===== config.mk =====
export PLATFORM = sky130hd
export DESIGN_NAME = build_phrase_flat
export DESIGN_NICKNAME = d
export VERILOG_FILES = /design/src/rtl/build_phrase_if.sv /design/src/rtl/build_phrase.sv /design/src/flat_wrapper.sv
export SDC_FILE = /design/constraint.sdc
export NUM_CORES = 1
export LEC_CHECK = 0
export BUFFER_PORTS_ARGS = -buffer_cell sky130_fd_sc_hd__buf_4
export CAP_MARGIN = 20
export CORE_MARGIN = 5
export CORE_UTILIZATION = 50
export CTS_CLUSTER_DIAMETER = 200
export CTS_CLUSTER_SIZE = 10
export DETAILED_ROUTE_END_ITERATION = 6
export PLACE_DENSITY = 0.85
export SLEW_MARGIN = 20
export SYNTH_ARGS = -nofsm -noshare
export SYNTH_HDL_FRONTEND = slang
export SYNTH_SLANG_ARGS = --single-unit

===== constraint.sdc =====
create_clock -name clk_in -period 2.8 [get_ports clk_in]
set_clock_uncertainty 0.15 [all_clocks]
set_input_delay 0.84 -clock clk_in [delete_from_list [all_inputs] [get_ports clk_in]]
set_output_delay 0.84 -clock clk_in [all_outputs]
set_load 0.05 [all_outputs]

===== src/rtl/build_phrase_if.sv =====
// Word-in / phrase-out handshake bundle for build_phrase.
// The master side feeds pixel words and consumes phrases; the slave side is the packer.
interface build_phrase_if #(
  parameter int WORD_WIDTH       = 16,
  parameter int WORDS_PER_PHRASE = 8
);
  localparam int PHRASE_WIDTH = WORD_WIDTH * WORDS_PER_PHRASE;

  logic                    valid_word;
  logic                    ready_word;
  logic [WORD_WIDTH-1:0]   word;
  logic                    newframe_in;
  logic                    valid_phrase;
  logic                    ready_phrase;
  logic [PHRASE_WIDTH-1:0] phrase_data;
  logic                    phrase_tuser;
  logic [15:0]             flush_count;

  modport master (
    output valid_word, word, newframe_in, ready_phrase,
    input  ready_word, valid_phrase, phrase_data, phrase_tuser, flush_count
  );

  modport slave (
    input  valid_word, word, newframe_in, ready_phrase,
    output ready_word, valid_phrase, phrase_data, phrase_tuser, flush_count
  );
endinterface


===== src/rtl/build_phrase.sv =====
// Packs 16-bit pixel words into 128-bit phrases; a frame start landing mid-phrase
// flushes the partial phrase zero-padded so every frame begins phrase-aligned.
module build_phrase #(
  parameter int WORD_WIDTH       = 16,
  parameter int WORDS_PER_PHRASE = 8
) (
  input logic           clk_in,
  input logic           rst_in,
  build_phrase_if.slave bus
);
  localparam int PW = WORD_WIDTH * WORDS_PER_PHRASE;
  localparam int CW = $clog2(WORDS_PER_PHRASE);
  localparam logic [CW-1:0] LAST = CW'(WORDS_PER_PHRASE - 1);

  logic [CW-1:0] count_reg;
  logic          pending_reg;
  logic          valid_reg;
  logic          tuser_reg;
  logic [PW-1:0] phrase_reg;
  logic [15:0]   flush_reg;

  logic          out_free;
  logic          is_last;
  logic          mid_flush;
  logic          accept;
  logic          load;
  logic [PW-1:0] phrase_next;

  assign out_free       = !valid_reg || bus.ready_phrase;
  assign is_last        = (count_reg == LAST);
  assign mid_flush      = bus.newframe_in && (count_reg != '0);
  assign bus.ready_word = (is_last || mid_flush) ? out_free : 1'b1;
  assign accept         = bus.valid_word && bus.ready_word;
  assign load           = accept && (is_last || mid_flush);

  // Slots at or above count hold stale words, so they are masked to zero on a flush.
  generate
    for (genvar gi = 0; gi < WORDS_PER_PHRASE - 1; gi++) begin : gen_slot
      logic [WORD_WIDTH-1:0] slot_reg;
      logic                  slot_we;

      assign slot_we = accept && (mid_flush ? (gi == 0)
                                            : (!is_last && (count_reg == CW'(gi))));
      assign phrase_next[gi*WORD_WIDTH +: WORD_WIDTH] =
          (CW'(gi) < count_reg) ? slot_reg : '0;

      always_ff @(posedge clk_in) begin
        if (!rst_in) begin
          slot_reg <= '0;
        end else if (slot_we) begin
          slot_reg <= bus.word;
        end
      end
    end
  endgenerate

  assign phrase_next[PW-1 -: WORD_WIDTH] = mid_flush ? '0 : bus.word;

  always_ff @(posedge clk_in) begin
    if (!rst_in) begin
      count_reg   <= '0;
      pending_reg <= 1'b0;
      valid_reg   <= 1'b0;
      tuser_reg   <= 1'b0;
      phrase_reg  <= '0;
      flush_reg   <= '0;
    end else begin
      if (load) begin
        phrase_reg <= phrase_next;
        tuser_reg  <= pending_reg;
        valid_reg  <= 1'b1;
      end else if (bus.ready_phrase) begin
        valid_reg  <= 1'b0;
      end

      if (accept) begin
        if (mid_flush) begin
          // The frame-start word opens the next phrase in the same edge.
          count_reg   <= CW'(1);
          pending_reg <= 1'b1;
          flush_reg   <= flush_reg + 16'd1;
        end else if (is_last) begin
          count_reg   <= '0;
          pending_reg <= 1'b0;
        end else begin
          count_reg <= count_reg + CW'(1);
          if ((count_reg == '0) && bus.newframe_in) begin
            pending_reg <= 1'b1;
          end
        end
      end
    end
  end

  assign bus.valid_phrase = valid_reg;
  assign bus.phrase_data  = phrase_reg;
  assign bus.phrase_tuser = tuser_reg;
  assign bus.flush_count  = flush_reg;
endmodule


===== src/flat_wrapper.sv =====
// flat-port wrapper written by rule: the top's interface ports become plain ports
module build_phrase_flat 
#(
  parameter int WORD_WIDTH       = 16,
  parameter int WORDS_PER_PHRASE = 8
)
  (clk_in, rst_in, bus_valid_word, bus_word, bus_newframe_in, bus_ready_phrase, bus_ready_word, bus_valid_phrase, bus_phrase_data, bus_phrase_tuser, bus_flush_count);
  build_phrase_if #(.WORD_WIDTH(WORD_WIDTH), .WORDS_PER_PHRASE(WORDS_PER_PHRASE)) bus_i ();
  input logic clk_in;
  input logic rst_in;
  input wire logic [$bits(bus_i.valid_word)-1:0] bus_valid_word;
  input wire logic [$bits(bus_i.word)-1:0] bus_word;
  input wire logic [$bits(bus_i.newframe_in)-1:0] bus_newframe_in;
  input wire logic [$bits(bus_i.ready_phrase)-1:0] bus_ready_phrase;
  output wire logic [$bits(bus_i.ready_word)-1:0] bus_ready_word;
  output wire logic [$bits(bus_i.valid_phrase)-1:0] bus_valid_phrase;
  output wire logic [$bits(bus_i.phrase_data)-1:0] bus_phrase_data;
  output wire logic [$bits(bus_i.phrase_tuser)-1:0] bus_phrase_tuser;
  output wire logic [$bits(bus_i.flush_count)-1:0] bus_flush_count;
  assign bus_i.valid_word = bus_valid_word;
  assign bus_i.word = bus_word;
  assign bus_i.newframe_in = bus_newframe_in;
  assign bus_i.ready_phrase = bus_ready_phrase;
  assign bus_ready_word = bus_i.ready_word;
  assign bus_valid_phrase = bus_i.valid_phrase;
  assign bus_phrase_data = bus_i.phrase_data;
  assign bus_phrase_tuser = bus_i.phrase_tuser;
  assign bus_flush_count = bus_i.flush_count;
  build_phrase #(.WORD_WIDTH(WORD_WIDTH), .WORDS_PER_PHRASE(WORDS_PER_PHRASE)) u_core (.clk_in(clk_in), .rst_in(rst_in), .bus(bus_i));
endmodule

==> impl_metrics.json <==
{
  "antenna_cells": 0,
  "hp-class": "flop to flop",
  "worstPathMaxFanout": 6,
  "synth_edf_count": 0,
  "async_flop_share_pct": 0,
  "clkLatencyLatePin_ns": 0.54,
  "cp.required_ns": 1.81,
  "final-setup-viol-count": 0,
  "fin_crit_sh_pct": 97.6,
  "cp_data_arrival_time_ns": 1.74,
  "drc": 0,
  "core_um2": 20000,
  "synth.distinct_cells": 46,
  "crit_type": "flop to output port",
  "numCtsBuffers": 30,
  "dp_hpwl_um": 18200,
  "largest_reg_flops": 128,
  "antenna_found_initial": 0,
  "cts_max_path_buffers": 3,
  "fp.dieH_um": 152,
  "grt_max_degree": 83,
  "grt-ovfl-total": 0,
  "final_area_um2": 12400,
  "slew_viol_final": 0,
  "reg2reg_slack_ns": 0.30,
  "yosysWarnings": 0,
  "peakVddDrop_v": 0.000407,
  "io_pins": 168,
  "post-route-util_pct": 62.0,
  "hold_buffers": 0,
  "vias": 8834,
  "dp_slack_ns": 0.114,
  "cts_tree": "yes",
  "max_freq_mhz": 366,
  "rows": 52,
  "seq_area_frac_synth_pct": 52.0,
  "initial_core_util_pct": 50.3,
  "powerDensity_nw_per_um2": 610,
  "gp_congestion": 0.939,
  "firstDrtPassIters": 6,
  "finalPower_mw": 7.58,
  "ys_ff_latch": 262,
  "worst_slew_pin_slew_ns": 0.615,
  "grt_setup_unrepaired": "no",
  "io_buffers": 167,
  "via_per_inst": 5.80,
  "clk_pin_slew_ns": 0.06,
  "cts-root-buf": "clkbuf_16",
  "die_w_um": 152,
  "wl_per_cell_um": 18.8,
  "period_needed_ns": 2.73,
  "slew_headroom_pct": 58.9,
  "wirelength_um": 28700,
  "cts.sinks": 262,
  "synth_area_um2": 10100,
  "worst_slack_ns": 0.0663,
  "tns_ns": 0,
  "grt_pass1_wl_um": 45200,
  "critPathLaunchType": "flop",
  "hold_viol_final": 0,
  "synth_nets": 1142,
  "drv_cap": 0,
  "h-tree-depth": 1,
  "post_synth.cell_area_avg_um2": 9.03,
  "critPathCaptureType": "output port",
  "grt_pass1_vias": 8344,
  "syn_to_final_growth_pct": 23.3,
  "place_area_um2": 11600,
  "final_layout_size_suffix_gt1_share_pct": 20.7,
  "nets": 1280,
  "syn_inst": 1116,
  "ant_nets": 0,
  "ys.flop_type": "dfxtp_1",
  "die_area_um2": 23100,
  "p_leak_nw": 4.73,
  "drt_iter0_drc": 686,
  "outcome": "finished, final reports clean",
  "grt_util_all_layers_pct": 23.6
}
[synth_stat cells (2+ instances only)]
cell type / number / area (µm²)
o21a_1: 2 / 15.0
o21ai_1: 2 / 10.0
buf_4: 5 / 37.5
nor4_4: 2 / 42.5
a22o_1: 16 / 140
buf_1: 3 / 11.3
o21ai_0: 82 / 410
a21oi_1: 81 / 405
ha_1: 5 / 62.6
nor4_1: 3 / 18.8
clkbuf_1: 72 / 270
mux2i_1: 116 / 1160
nand2b_1: 6 / 37.5
nand3_1: 40 / 200
buf_2: 17 / 85.1
inv_1: 6 / 22.5
nor2_1: 57 / 214
nand4_1: 84 / 526
o31ai_1: 8 / 60.1
o311a_1: 2 / 20.0
dfxtp_1: 262 / 5250
nor2b_1: 2 / 12.5
or4_1: 10 / 75.1
nand2_1: 210 / 788
or3_1: 2 / 12.5
[worst max-delay path, stage by stage, from the launching register on]
cell and delay (ns):
dfxtp_4 0.39, inv_2 0.08, ha_2 0.19, nor2b_4 0.14, o21ai_4 0.16, nand2_4 0.08, buf_6 0.16
[layout by cell type, fill, tap and decap left out, types with 2 or more instances in the layout]
cell type	Yosys	routed
a21oi_1	81	80
a22o_1	16	16
buf_12	0	3
buf_4	5	200
clkbuf_16	0	30
dfxtp_1	262	260
dfxtp_4	0	2
ha_1	5	3
inv_1	6	3
inv_2	1	2
inv_4	0	2
mux2i_1	116	116
nand2_1	210	209
nand2b_1	6	6
nand3_1	40	40
nand4_1	84	84
nor2_1	57	57
nor2b_1	2	2
nor4_1	3	3
nor4_4	2	2
o21a_1	2	2
o21ai_0	82	81
o21ai_1	2	2
o311a_1	2	2
o31ai_1	8	8
or3_1	2	2
or4_1	10	10
[metrics by stage]
stage | hold slack, ns | instances
6_report | 0.305 | 1524
5_1_grt | 0.319 | 1524
4_1_cts | 0.304 | 1523
3_5_place_dp | 0.297 | 1489
3_3_place_gp | 0.288 | 1489
2_1_floorplan | 0.285 | 1116
[metal layers]
layer,vias up,share of wire (%),global-route usage [%]
li1,4172,-,-
met1,4206,41,30.9
met2,391,48,38.8
met3,65,7.8,4.98
met4,0,3.2,8.43
met5,-,0,0
[power breakdown]
part           switching (mW)  internal (mW)  total (mW)  leakage (nW)
sequential             0.0283           3.77        3.80          2.12
clock                    1.39           1.88        3.27         0.381
combinational           0.368          0.144       0.513          2.23
total                    1.79           5.80        7.58          4.73
[area by class of cell]
cell class	count	area (µm²)
inverters	7	31.3
fillers	1700	7610
multi-input cells	749	4460
well taps	270	338
repair buffers	204	1570
flip-flops and latches	262	5250
clock buffers	30	751
clock inverters	2	25.0
[worst paths after layout]
path	start	cells past startpoint	endpoint
worst max-delay path	u_core.count_reg[0]	6	bus_ready_word
worst min-delay path	u_core.gen_slot[6].slot_reg[10]	2	u_core.gen_slot[6].slot_reg[10]
worst max register to register	u_core.count_reg[0]	8	u_core.bus.flush_count[12]
worst min register to register	u_core.gen_slot[6].slot_reg[10]	2	u_core.gen_slot[6].slot_reg[10]
[repair_timing]
| action | 4_1_cts | 5_1_grt |
|---|---|---|
| endpoints found under the setup margin | 1 | 1 |
| buffers inserted | 2 | 1 |
| resized for setup | 9 | 2 |
| pin swaps | 1 | 1 |
[cells by family (layout without fill, tap and decap cells)]
family | Yosys count | after routing | share of synthesized area (%)
AOI/OAI and AO/OA | 198 | 198 | 11.0
xor gates and xnor gates | 1 | 1 | 0.0869
adders and majority gates | 5 | 5 | 0.621
buffers and inverters | 105 | 243 | 4.38
DFF | 262 | 262 | 52.0
muxes | 116 | 116 | 11.5
and+or+nand+nor | 429 | 429 | 20.4
Power figures use the tool's default switching activity.
